==> config.mk <==
export PLATFORM = sky130hd
export DESIGN_NAME = dual_master_bus_arbiter
export DESIGN_NICKNAME = d
export VERILOG_FILES = /design/src/rtl/bus_arb_pkg.sv /design/src/rtl/bus_addr_decoder.sv /design/src/rtl/dual_master_bus_arbiter.sv
export SDC_FILE = /design/constraint.sdc
export NUM_CORES = 1
export LEC_CHECK = 0
export ABC_CLOCK_PERIOD_IN_PS = 5600
export BUFFER_PORTS_ARGS = -buffer_cell sky130_fd_sc_hd__buf_2
export CELL_PAD_IN_SITES_DETAIL_PLACEMENT = 0
export CELL_PAD_IN_SITES_GLOBAL_PLACEMENT = 1
export CORE_MARGIN = 5
export CORE_UTILIZATION = 33
export CTS_CLUSTER_SIZE = 12
export DETAILED_ROUTE_END_ITERATION = 8
export MAX_ROUTING_LAYER = met4
export PLACE_DENSITY_LB_ADDON = 0.1
export SLEW_MARGIN = 30
export SYNTH_ARGS = -nofsm -noshare
export SYNTH_HDL_FRONTEND = slang
export SYNTH_SLANG_ARGS = --single-unit
==> constraint.sdc <==
create_clock -name clk -period 5.6 [get_ports clk]
set_input_delay 1.4 -clock clk [delete_from_list [all_inputs] [get_ports clk]]
set_output_delay 1.4 -clock clk [all_outputs]
set_load 0.05 [all_outputs]
==> src/rtl/bus_arb_pkg.sv <==
// Shared encodings for the dual-master bus arbiter: FSM states, slave map, master ids.
// Latency: n/a (declarations only).
// Backpressure: n/a.
package bus_arb_pkg;

    typedef enum logic [1:0] {
        ST_IDLE  = 2'd0,
        ST_GRANT = 2'd1,
        ST_WAIT  = 2'd2,
        ST_DONE  = 2'd3
    } state_t;

    localparam int NUM_SLAVES = 3;
    localparam int SLV0       = 0;
    localparam int SLV1       = 1;
    localparam int SLV2       = 2;

    // Slave-select field inside the master address.
    localparam int SEL_HI = 13;
    localparam int SEL_LO = 12;

    // Master identifiers, also the encoding of the round-robin pointer.
    localparam logic M1 = 1'b0;
    localparam logic M2 = 1'b1;

endpackage

==> src/rtl/bus_addr_decoder.sv <==
// Maps a master address onto a one-hot slave select, flagging the unmapped quarter.
// Latency: purely combinational.
// Backpressure: none; output follows the address.
module bus_addr_decoder
    import bus_arb_pkg::*;
#(
    parameter int ADDR_W = 16
) (
    input  logic [ADDR_W-1:0]     addr,
    output logic [NUM_SLAVES-1:0] sel,
    output logic                  invalid
);

    // Bits outside the select field play no part in slave selection.
    logic unused_bits;
    assign unused_bits = ^{addr[ADDR_W-1:SEL_HI+1], addr[SEL_LO-1:0]};

    // Select field to one-hot slave; the top quarter maps to nothing.
    always_comb begin
        sel     = '0;
        invalid = 1'b0;
        case (addr[SEL_HI:SEL_LO])
            2'b00:   sel[SLV0] = 1'b1;
            2'b01:   sel[SLV1] = 1'b1;
            2'b10:   sel[SLV2] = 1'b1;
            default: invalid   = 1'b1;
        endcase
    end

endmodule

==> src/rtl/dual_master_bus_arbiter.sv <==
// Round-robin arbiter sharing one bus between two masters and three slaves.
// Latency: grant one cycle after request, completion pulse two cycles after grant at best.
// Backpressure: waits on the selected slave's ready, completing with error after TIMEOUT cycles.
module dual_master_bus_arbiter
    import bus_arb_pkg::*;
#(
    parameter int ADDR_W  = 16,
    parameter int DATA_W  = 8,
    parameter int SADDR_W = 12,
    parameter int TIMEOUT = 64
) (
    input  logic                         clk,
    input  logic                         rst,
    input  logic                         m1_req,
    input  logic [ADDR_W-1:0]            m1_addr,
    input  logic [DATA_W-1:0]            m1_wdata,
    input  logic                         m1_wen,
    output logic                         m1_grant,
    output logic [DATA_W-1:0]            m1_rdata,
    output logic                         m1_ready,
    output logic                         m1_err,
    input  logic                         m2_req,
    input  logic [ADDR_W-1:0]            m2_addr,
    input  logic [DATA_W-1:0]            m2_wdata,
    input  logic                         m2_wen,
    output logic                         m2_grant,
    output logic [DATA_W-1:0]            m2_rdata,
    output logic                         m2_ready,
    output logic                         m2_err,
    output logic [NUM_SLAVES-1:0]        s_sel,
    output logic [SADDR_W-1:0]           s_addr,
    output logic [DATA_W-1:0]            s_wdata,
    output logic                         s_wen,
    output logic                         s_valid,
    input  logic [NUM_SLAVES*DATA_W-1:0] s_rdata,
    input  logic [NUM_SLAVES-1:0]        s_ready
);

    localparam int CNT_W = $clog2(TIMEOUT);

    state_t                  state, state_nxt;
    logic                    owner, rr_last;
    logic [SADDR_W-1:0]      addr_q;
    logic [DATA_W-1:0]       wdata_q, rdata_q;
    logic                    wen_q, inv_q, err_q;
    logic [NUM_SLAVES-1:0]   sel_q;
    logic [CNT_W-1:0]        cnt_q;

    logic                    any_req, pick;
    logic [ADDR_W-1:0]       pick_addr;
    logic [DATA_W-1:0]       pick_wdata, sel_rdata;
    logic                    pick_wen, dec_inv, ready_hit, timeout_hit;
    logic [NUM_SLAVES-1:0]   dec_sel;

    assign any_req     = m1_req | m2_req;
    assign ready_hit   = |(s_ready & sel_q);
    assign timeout_hit = (cnt_q == CNT_W'(TIMEOUT - 1));

    // Choose a master: the sole requester, or on a tie whoever was not served last.
    always_comb begin
        pick = M1;
        if (m1_req && m2_req) pick = (rr_last == M1) ? M2 : M1;
        else if (m2_req)      pick = M2;
        pick_addr  = (pick == M2) ? m2_addr  : m1_addr;
        pick_wdata = (pick == M2) ? m2_wdata : m1_wdata;
        pick_wen   = (pick == M2) ? m2_wen   : m1_wen;
    end

    bus_addr_decoder #(.ADDR_W(ADDR_W)) u_dec (
        .addr    (pick_addr),
        .sel     (dec_sel),
        .invalid (dec_inv)
    );

    // Read data from whichever slave the latched select points at.
    always_comb begin
        sel_rdata = '0;
        for (int k = 0; k < NUM_SLAVES; k++)
            if (sel_q[k]) sel_rdata = sel_rdata | s_rdata[k*DATA_W +: DATA_W];
    end

    // State register.
    always_ff @(posedge clk) begin
        if (rst) state <= ST_IDLE;
        else     state <= state_nxt;
    end

    // Next state and bus/master outputs, all decoded from the current state.
    always_comb begin
        state_nxt = state;
        m1_grant  = 1'b0;
        m1_ready  = 1'b0;
        m1_err    = 1'b0;
        m1_rdata  = '0;
        m2_grant  = 1'b0;
        m2_ready  = 1'b0;
        m2_err    = 1'b0;
        m2_rdata  = '0;
        s_sel     = '0;
        s_valid   = 1'b0;
        case (state)
            ST_IDLE:  if (any_req) state_nxt = ST_GRANT;
            ST_GRANT: state_nxt = inv_q ? ST_DONE : ST_WAIT;
            ST_WAIT:  if (ready_hit || timeout_hit) state_nxt = ST_DONE;
            ST_DONE:  state_nxt = ST_IDLE;
            default:  state_nxt = ST_IDLE;
        endcase
        if (state != ST_IDLE) begin
            s_sel    = sel_q;
            m1_grant = (owner == M1);
            m2_grant = (owner == M2);
        end
        s_valid = (state == ST_GRANT) && !inv_q;
        if (state == ST_DONE) begin
            m1_ready = (owner == M1);
            m2_ready = (owner == M2);
            m1_err   = (owner == M1) && err_q;
            m2_err   = (owner == M2) && err_q;
            m1_rdata = (owner == M1) ? rdata_q : '0;
            m2_rdata = (owner == M2) ? rdata_q : '0;
        end
    end

    // Transfer context: latch on pick, count and capture in WAIT, rotate priority on DONE.
    always_ff @(posedge clk) begin
        if (rst) begin
            owner   <= M1;
            rr_last <= M2;
            addr_q  <= '0;
            wdata_q <= '0;
            wen_q   <= 1'b0;
            sel_q   <= '0;
            inv_q   <= 1'b0;
            cnt_q   <= '0;
            rdata_q <= '0;
            err_q   <= 1'b0;
        end else begin
            case (state)
                ST_IDLE: if (any_req) begin
                    owner   <= pick;
                    addr_q  <= pick_addr[SADDR_W-1:0];
                    wdata_q <= pick_wdata;
                    wen_q   <= pick_wen;
                    sel_q   <= dec_sel;
                    inv_q   <= dec_inv;
                    cnt_q   <= '0;
                    rdata_q <= '0;
                    err_q   <= 1'b0;
                end
                ST_GRANT: if (inv_q) err_q <= 1'b1;
                ST_WAIT: begin
                    if (ready_hit) begin
                        rdata_q <= wen_q ? '0 : sel_rdata;
                        err_q   <= 1'b0;
                    end else if (timeout_hit) begin
                        rdata_q <= '0;
                        err_q   <= 1'b1;
                    end else begin
                        cnt_q   <= cnt_q + CNT_W'(1);
                    end
                end
                ST_DONE: rr_last <= owner;
                default: ;
            endcase
        end
    end

    assign s_addr  = addr_q;
    assign s_wdata = wdata_q;
    assign s_wen   = wen_q;

endmodule

==> impl_metrics.tcl, run 1 <==
set metrics [dict create \
    p_sw_share_pct 49.7 \
    antennaDiodeCount 0 \
    root_buffer "clkbuf_8" \
    path_max_fanout 12 \
    crit_family "simple AND/OR/NAND/NOR gates" \
    hold_viol 0 \
    drv_slew 0 \
    start_kind "register" \
    cp-endpoint "m1_rdata[0]" \
    wirelength_um 6450 \
    post-dp-hpwl_um 4880 \
    synth.most_common_cell "dfxtp_1" \
    cts_made_buffers 5 \
    grt_max_degree 47 \
    synth_cell_types 39 \
    hold_class "register to register" \
    dp.cells 458 \
    critPathCaptureType "output port" \
    worstSkewPairLatency_ns 0.29 \
    rr_startpoint "sel_q[0]" \
    grt_pass1_wl_um 10100 \
    die_w_um 93.5 \
    core-area_um2 6790 \
    nFillCells 672 \
    drt_pass1_iterations 5 \
    cp_slowest_cell "dfxtp_1" \
    h-tree-depth 2 \
    final_util_pct 45.4 \
    skew_ns 0.00615 \
    p_switching_w 0.000689 \
    ys_ff_latch 44 \
    status "finished clean" \
    clock_sink_count 44 \
    synth_area_leaders "dfxtp_1, mux2i_1, a211oi_1, nor2_1, a222oi_1" \
    fp.dieH_um 93.5 \
    synth_largest_area_cell "dfxtp_1" \
    finalCritPeriodShare_pct 61.6 \
    vias 2304 \
    synth-main-ff-cell "dfxtp_1" \
    start_util_pct 33.8 \
    power_frac_seq_pct 32.0 \
    gr-total-overflow 0 \
    reg2reg_depth 4 \
    syn_area_um2 2300 \
    antenna_found_initial 0 \
    r2r_end "err_q" \
    tns_ns 0 \
    drt-initial-drc-count 92 \
    maxCapViolations 0 \
    die-area_um2 8730 \
    syn_avg_cell_area_um2 8.87 \
    cts_tree "yes" \
    top_usage_layer "met2" \
    synthCells 259 \
    powerDensity_nw_per_um2 449 \
    register_area_um2 881 \
    use_met2_pct 21.9 \
    viasPerCell 4.93 \
    cp.buffers_inverters 2 \
    cts_hold_buffers 0 \
    rsz0062_at_grt "no" \
    rows 30 \
    fin_nets 456 \
    io_pins 128 \
    layout.cells.non_filler 467 \
    clockBufferDepth 2 \
    ctsResizeCount 0 \
    clock_power_share_pct 14.4 \
    post-route-min-period_ns 3.45 \
    gp_congestion 0.813 \
    pwr-share-comb_pct 53.5 \
    multiInputGateArea_um2 1330 \
    drc 0 \
    cell_internal_pwr_w 0.000698 \
    synth_edf_count 0 \
    critPathKind "register to output port" \
    synth_warnings 0 \
    syn_nets 345 \
    cp_slowest_stage_delay_ns 0.41 \
    hold-worst-slack_ns 0.491 \
    track_usage_pct 14.5 \
    wire_per_inst_um 13.8 \
    worstHoldPathCells 2 \
    critPathLaunch "state[0]" \
    async_flop_share_pct 0 \
    clk_pin_slew_worst_paths_ns 0.08 \
    grtUsageMet1_pct 19.4 \
    numPortBuffers 123 \
    area_growth_pct 34.2 \
    synth.yosys.seq_area_share_pct 38.3 \
    peakVddDrop_mv 0.195 \
    critical_path_depth 5 \
    p_leak_nw 1.43 \
    critPathArrivalTime_ns 2.05 \
    cts_setup_buffers 0 \
    drive_above_1_share_pct 38.5 \
    final_antenna_net_count 0 \
    grt_pass1_vias 2117 \
    fmax_mhz 290 \
    slew_headroom_pct 41.1 \
    grt.met3_usage_pct 3.62 \
    path_cells "ha_1, inv_1, nor2_1, and2_1, buf_2" \
    tightestPinTransition_ns 0.884 \
    ff2ff_setup_slack_ns 3.24 \
    synth_top_area_share_pct 38.3 \
    required_ns 4.20 \
    setup_viol 0 \
    synthTopCellsByCount "dfxtp_1, nor2_1, mux2i_1" \
]
[registers in the layout, indices dropped and copies added (netlist names)]
name / flops
cnt_q: 6
state: 2
s_wdata: 8
rr_last: 1
owner: 1
s_addr: 12
s_wen: 1
sel_q: 3
err_q: 1
rdata_q: 8
inv_q: 1
[worst min-delay path by stage]
stage / start / to / slack, ns
CTS: cnt_q[4] / cnt_q[4] / 0.49
global route: s_wdata[6] / s_wdata[6] / 0.52
global placement: cnt_q[4] / cnt_q[4] / 0.47
finish: cnt_q[5] / cnt_q[5] / 0.49
floorplan: rr_last / rr_last / 0.43
detailed placement: cnt_q[4] / cnt_q[4] / 0.48
[kinds of logic (layout without fill, tap and decap cells)]
logic type                 count (synthesis)  count (layout)  share of synthesized area, %
adders and majority gates                  5               5                          2.72
AOI/OAI and AO/OA                         65              65                          21.4
DFF                                       44              44                          38.3
and+or+nand+nor                           93              93                          21.7
muxes                                     26              26                          11.4
buffers and inverters                     26             138                          4.52
[metal layers]
layer	part of all wire (%)	up-vias	wire [µm]
li1	-	1200	-
met1	47	1011	3010
met2	45	85	2900
met3	7.2	8	464
met4	1.3	0	85
met5	0	-	0
[cells in the final DEF, fill, tap and decap left out, types with 5 or more instances in the layout]
cell type | netlist | final
ha_1 | 5 | 5
nand2_1 | 9 | 9
and2_1 | 10 | 10
buf_2 | 5 | 123
nor2b_1 | 6 | 6
nand3_1 | 7 | 7
dfxtp_1 | 44 | 44
a21oi_1 | 9 | 9
a222oi_1 | 9 | 9
mux2i_1 | 25 | 25
and3_1 | 9 | 9
nor2_1 | 26 | 26
clkbuf_8 | 0 | 6
inv_1 | 5 | 5
a211oi_1 | 21 | 21
nor4_1 | 10 | 10
a31o_2 | 8 | 8
[power groups by stage]
stage	registers, W	clock network (W)	logic (W)
final	0.000444	0.000200	0.000742
after global routing	0.000455	0.000221	0.000812
after CTS	0.000444	0.000209	0.000742
after detailed placement	0.000451	0	0.000741
after global placement	0.000449	0	0.000736
after floorplan	0.000625	0	0.000391
[metrics by stage]
| step | setup slack, ns | power (W) | cell area [µm²] |
|---|---|---|---|
| finish | 2.15 | 0.00139 | 3090 |
| global route | 1.84 | 0.00149 | 3090 |
| floorplan | 2.23 | 0.00102 | 2300 |
| detailed placement | 2.18 | 0.00119 | 2970 |
| global placement | 2.22 | 0.00119 | 2970 |
| CTS | 2.05 | 0.00139 | 3060 |
[area by class of cell]
class,instances,area share [%]
Multi-Input combinational cell,189,42.9
Clock buffer,8,2.92
Tap cell,96,3.89
Timing Repair Buffer,125,21.1
Sequential cell,44,28.5
Inverter,5,0.608
[worst min-delay path, stage by stage, from the launching register on]
cell     delay, ns
dfxtp_1       0.33
nand2_1       0.06
mux2i_1       0.06
No activity file was read; power rests on OpenSTA's default activity.
==> run 2: changes to the inputs <==
--- a/config.mk
+++ b/config.mk
@@ -5,12 +5,12 @@
 export SDC_FILE = /design/constraint.sdc
 export NUM_CORES = 1
 export LEC_CHECK = 0
-export ABC_CLOCK_PERIOD_IN_PS = 5600
+export ABC_CLOCK_PERIOD_IN_PS = 2830
 export BUFFER_PORTS_ARGS = -buffer_cell sky130_fd_sc_hd__buf_2
 export CELL_PAD_IN_SITES_DETAIL_PLACEMENT = 0
 export CELL_PAD_IN_SITES_GLOBAL_PLACEMENT = 1
 export CORE_MARGIN = 5
-export CORE_UTILIZATION = 33
+export CORE_UTILIZATION = 28
 export CTS_CLUSTER_SIZE = 12
 export DETAILED_ROUTE_END_ITERATION = 8
 export MAX_ROUTING_LAYER = met4
==> constraint.sdc (replaced) <==
create_clock -name clk -period 2.83 [get_ports clk]
set_input_delay 0.7075 -clock clk [delete_from_list [all_inputs] [get_ports clk]]
set_output_delay 0.7075 -clock clk [all_outputs]
set_load 0.05 [all_outputs]
==> run 2 against run 1 <==
Against the previous run:
- clock skew is 0.0047 ns higher
- flip-flop and latch count unchanged
- critical path depth stayed put
- routed wire length up 6.0%
- non-clock buffer count increased by 5
- die area is 16% higher
- hold slack worse by 0.0084 ns
- via count grew 2.5%
- largest power group unchanged
- largest cell class unchanged
- register-to-register slack worse by 2.6 ns
==> impl_metrics.tcl, run 2 (synthesis gave the netlist of run 1 again) <==
set metrics [dict create \
    grt_max_degree 46 \
    worstSkewPairLatency_ns 0.30 \
    clk_pin_slew_worst_paths_ns 0.09 \
    nFillCells 895 \
    wirelength_um 6840 \
    hold_class "register to register" \
    die_w_um 101 \
    crit_family "simple AND/OR/NAND/NOR gates" \
    wire_per_inst_um 14.2 \
    reg2reg_depth 6 \
    post-dp-hpwl_um 5280 \
    post-route-min-period_ns 2.61 \
    powerDensity_nw_per_um2 958 \
    grt_pass1_wl_um 11000 \
    root_buffer "clkbuf_8" \
    fmax_mhz 383 \
    numPortBuffers 123 \
    cts_setup_buffers 0 \
    critPathKind "register to output port" \
    drv_slew 0 \
    hold_viol 0 \
    track_usage_pct 13.8 \
    drc 0 \
    final_antenna_net_count 0 \
    clock_sink_count 44 \
    mostFrequentLayoutCell "buf_2" \
    drt-initial-drc-count 94 \
    min_from "inv_q" \
    antenna_found_initial 0 \
    slew_headroom_pct 58.5 \
    cts_tree "yes" \
    drt_pass1_iterations 6 \
    totalPowerFinal_w 0.00305 \
    peakVddDrop_mv 0.412 \
    cp_slowest_cell "dfxtp_1" \
    cts_made_buffers 5 \
    path_max_fanout 12 \
    start_util_pct 28.4 \
    drive_above_1_share_pct 40.2 \
    status "finished clean" \
    gp_congestion 0.705 \
    skew_ns 0.0108 \
    vias 2361 \
    required_ns 2.12 \
    gr-total-overflow 0 \
    tightestPinTransition_ns 0.622 \
    p_leak_nw 1.48 \
    final_cell_mix "buf_2, dfxtp_1, nor2_1, mux2i_1, a211oi_1" \
    ctsResizeCount 0 \
    rows 33 \
    hold-worst-slack_ns 0.483 \
    rsz0062_at_grt "no" \
    critPathArrivalTime_ns 1.91 \
    cp.buffers_inverters 2 \
    dpl_worst_slack_ns 0.391 \
    largest_reg_flops 12 \
    clockBufferDepth 2 \
    core-area_um2 8090 \
    fp.dieH_um 101 \
    cts_hold_buffers 0 \
    antennaDiodeCount 0 \
    die-area_um2 10100 \
    h-tree-depth 2 \
    multiInputGateArea_um2 1330 \
    setup_viol 0 \
    grt_pass1_vias 2293 \
    finalCritPeriodShare_pct 92.3 \
    tns_ns 0 \
    r2r_end "rdata_q[4]" \
    ff2ff_setup_slack_ns 0.64 \
    rr_startpoint "state[0]" \
    maxCapViolations 0 \
    min_delay_worst_endpoint "inv_q" \
    fin_nets 461 \
    fin_ws_ns 0.217 \
    register_area_um2 881 \
    viasPerCell 4.91 \
    io_pins 128 \
    critPathCaptureType "output port" \
    area_growth_pct 38.6 \
    start_kind "register" \
    final_util_pct 39.4 \
    path_cells "ha_1, inv_1, nor2_2, and2_1, buf_2" \
    worstHoldPathCells 2 \
    cp_slowest_stage_delay_ns 0.41 \
]
==> run 2: changes by cell type in the layout (fill, tap and decap cells not counted) <==
cell | previous run | this run
nor2_2 | 1 | 2
buf_16 | 1 | 0
bufinv_16 | 0 | 3
nor2_1 | 26 | 25
clkbuf_8 | 6 | 5
buf_4 | 1 | 7
clkbuf_1 | 2 | 0
==> run 2: per-stage QoR <==
stage | area (µm²) | std cells
6_report | 3190 | 481
5_1_grt | 3190 | 481
4_1_cts | 3180 | 481
3_5_place_dp | 3020 | 473
3_3_place_gp | 3020 | 473
2_1_floorplan | 2300 | 259
==> run 2: how the worst max path moves through the flow <==
| stage | from | endpoint | slack (ns) | cells past startpoint |
|---|---|---|---|---|
| 2_1_floorplan | state[0] | m1_err | 0.15 | 4 |
| 3_3_place_gp | state[1] | m1_rdata[5] | 0.45 | 5 |
| 3_5_place_dp | state[0] | m1_err | 0.39 | 5 |
| 4_1_cts | state[0] | m1_err | 0.04 | 5 |
| 5_1_grt | state[0] | m1_rdata[3] | 0.004 | 5 |
| 6_report | state[1] | m1_err | 0.22 | 5 |
==> run 2: worst register-to-register path, cell delays in order (launching register included) <==
cell and delay [ns]:
dfxtp_1 0.36, inv_1 0.12, ha_1 0.31, inv_1 0.12
or4_1 0.70, nor4_1 0.37, a31o_2 0.16
==> run 2: area by class of cell <==
class,count,share of cell area [%]
clock inverter,3,2.83
tap,105,4.12
clock buffer,5,2.16
multi-input combinational,189,41.7
sequential,44,27.7
inverter,5,0.589
timing repair buffer,130,21.0
==> run 2: report_power, final <==
| group | switching (W) | total [W] | internal, W |
|---|---|---|---|
| clock | 0.000224 | 0.000665 | 0.000441 |
| sequential | 0.000114 | 0.000883 | 0.000769 |
| combinational | 0.00107 | 0.00150 | 0.000438 |
| total | 0.00140 | 0.00305 | 0.00165 |
==> run 2: layer usage <==
metal	vias to the layer above	GRT usage (%)	share of wire [%]
li1	1209	-	-
met1	1069	17.6	45
met2	77	21.5	47
met3	6	3.88	7.5
met4	0	3.52	0.76
met5	-	-	0
==> run 3: changes to the inputs <==
--- a/config.mk
+++ b/config.mk
@@ -5,12 +5,12 @@
 export SDC_FILE = /design/constraint.sdc
 export NUM_CORES = 1
 export LEC_CHECK = 0
-export ABC_CLOCK_PERIOD_IN_PS = 2830
+export ABC_CLOCK_PERIOD_IN_PS = 2800
 export BUFFER_PORTS_ARGS = -buffer_cell sky130_fd_sc_hd__buf_2
 export CELL_PAD_IN_SITES_DETAIL_PLACEMENT = 0
 export CELL_PAD_IN_SITES_GLOBAL_PLACEMENT = 1
 export CORE_MARGIN = 5
-export CORE_UTILIZATION = 28
+export CORE_UTILIZATION = 31
 export CTS_CLUSTER_SIZE = 12
 export DETAILED_ROUTE_END_ITERATION = 8
 export MAX_ROUTING_LAYER = met4
==> constraint.sdc (replaced) <==
create_clock -name clk -period 2.8 [get_ports clk]
set_input_delay 0.7 -clock clk [delete_from_list [all_inputs] [get_ports clk]]
set_output_delay 0.7 -clock clk [all_outputs]
set_load 0.05 [all_outputs]
==> run 3 against run 2 <==
Against the previous run:
- core utilization increased by 3.7 points
- largest power group unchanged
- non-clock buffer count grew 1
- clock power decreased by 40%
- critical endpoint is now m1_rdata[5]
- critical path type unchanged
- final cell count is 1.0% lower
==> impl_metrics.tcl, run 3 (synthesis gave the netlist of run 1 again) <==
set metrics [dict create \
    clock_sink_count 44 \
    die-area_um2 9240 \
    wire_per_inst_um 14.1 \
    path_cells "ha_1, inv_1, nor2_1, buf_4, and2_1, buf_2" \
    rsz0062_at_grt "no" \
    drv_slew 0 \
    rows 31 \
    totalPowerFinal_w 0.00283 \
    layout.cells.non_filler 476 \
    clockBufferDepth 2 \
    grt_pass1_vias 2272 \
    drive_above_1_share_pct 40.1 \
    io_pins 128 \
    setup_viol 0 \
    hold_viol 0 \
    area_growth_pct 35.9 \
    grt_max_degree 39 \
    skew_ns 0.00766 \
    mostFrequentLayoutCell "buf_2" \
    critPathKind "register to output port" \
    cts_made_buffers 5 \
    gr-total-overflow 0 \
    tightestPinTransition_ns 0.624 \
    drt-initial-drc-count 91 \
    tns_ns 0 \
    fin_ws_ns 0.206 \
    h-tree-depth 2 \
    powerDensity_nw_per_um2 905 \
    fmax_mhz 385 \
    post-route-min-period_ns 2.59 \
    antenna_found_initial 0 \
    cts_hold_buffers 0 \
    viasPerCell 4.84 \
    clk_pin_slew_worst_paths_ns 0.09 \
    start_kind "register" \
    cts_tree "yes" \
    numPortBuffers 123 \
    critPathCaptureType "output port" \
    critPathArrivalTime_ns 1.89 \
    drt_pass1_iterations 4 \
    cp.buffers_inverters 3 \
    finalCritPeriodShare_pct 92.6 \
    p_leak_nw 1.46 \
    root_buffer "clkbuf_8" \
    final_cell_mix "buf_2, dfxtp_1, nor2_1" \
    cp_slowest_stage_delay_ns 0.41 \
    path_max_fanout 12 \
    peakVddDrop_mv 0.434 \
    slew_headroom_pct 58.4 \
    drc 0 \
    vias 2302 \
    post-dp-hpwl_um 5260 \
    crit_family "buffers and inverters" \
    gp_congestion 0.782 \
    final_antenna_net_count 0 \
    antennaDiodeCount 0 \
    fp.dieH_um 96.1 \
    dp.cells 468 \
    maxCapViolations 0 \
    worstSkewPairLatency_ns 0.30 \
    die_w_um 96.1 \
    wirelength_um 6700 \
    cp_slowest_cell "dfxtp_1" \
    cts_setup_buffers 0 \
    largest_reg_flops 12 \
    status "finished clean" \
    start_util_pct 31.7 \
    core-area_um2 7250 \
    nFillCells 760 \
    grt_pass1_wl_um 10700 \
    final_util_pct 43.1 \
    required_ns 2.10 \
    fin_nets 462 \
    track_usage_pct 15.1 \
    dpl_worst_slack_ns 0.537 \
    hold_class "register to register" \
    ctsResizeCount 0 \
]
-- run 3: cell type report --
| class | count | area (µm²) | area share [%] |
|---|---|---|---|
| clock inverters | 3 | 18.8 | 0.601 |
| inverters | 5 | 18.8 | 0.601 |
| multi-input cells | 189 | 1330 | 42.4 |
| clock buffers | 5 | 68.8 | 2.20 |
| well taps | 99 | 124 | 3.96 |
| repair buffers | 131 | 688 | 22.0 |
| flip-flops and latches | 44 | 881 | 28.2 |
-- run 3: per-layer routing --
metal / global-route usage, % / up-vias / part of all wire (%)
li1: - / 1207 / -
met1: 19.4 / 1009 / 45
met2: 23.6 / 77 / 46
met3: 3.83 / 9 / 7.5
met4: 4.27 / 0 / 1.2
met5: - / - / 0
-- run 3: metrics by stage --
stage	area, µm²	hold slack (ns)
final	3120	0.477
after global routing	3120	0.517
after CTS	3120	0.482
after detailed placement	3040	0.470
after global placement	3040	0.465
after floorplan	2300	0.431
-- run 3: report_power, final --
part	switching (W)	internal, W
sequential	0.000110	0.000777
combinational	0.00108	0.000466
clock	0.000224	0.000174
-- run 3: final timing paths --
check / from / end / slack (ns) / depth (start not counted)
max reg2reg: state[0] / rdata_q[5] / 0.66 / 6
min reg2reg: inv_q / inv_q / 0.48 / 2
min: inv_q / inv_q / 0.48 / 2
max: state[1] / m1_rdata[5] / 0.21 / 6
-- run 3: tightest hold or removal path: cells and delay by family, from the launching register on --
kind               cells  cell delay (ns)
and+or+nand+nor        1             0.06
AOI/OAI and AO/OA      1             0.05
DFF                    1             0.33
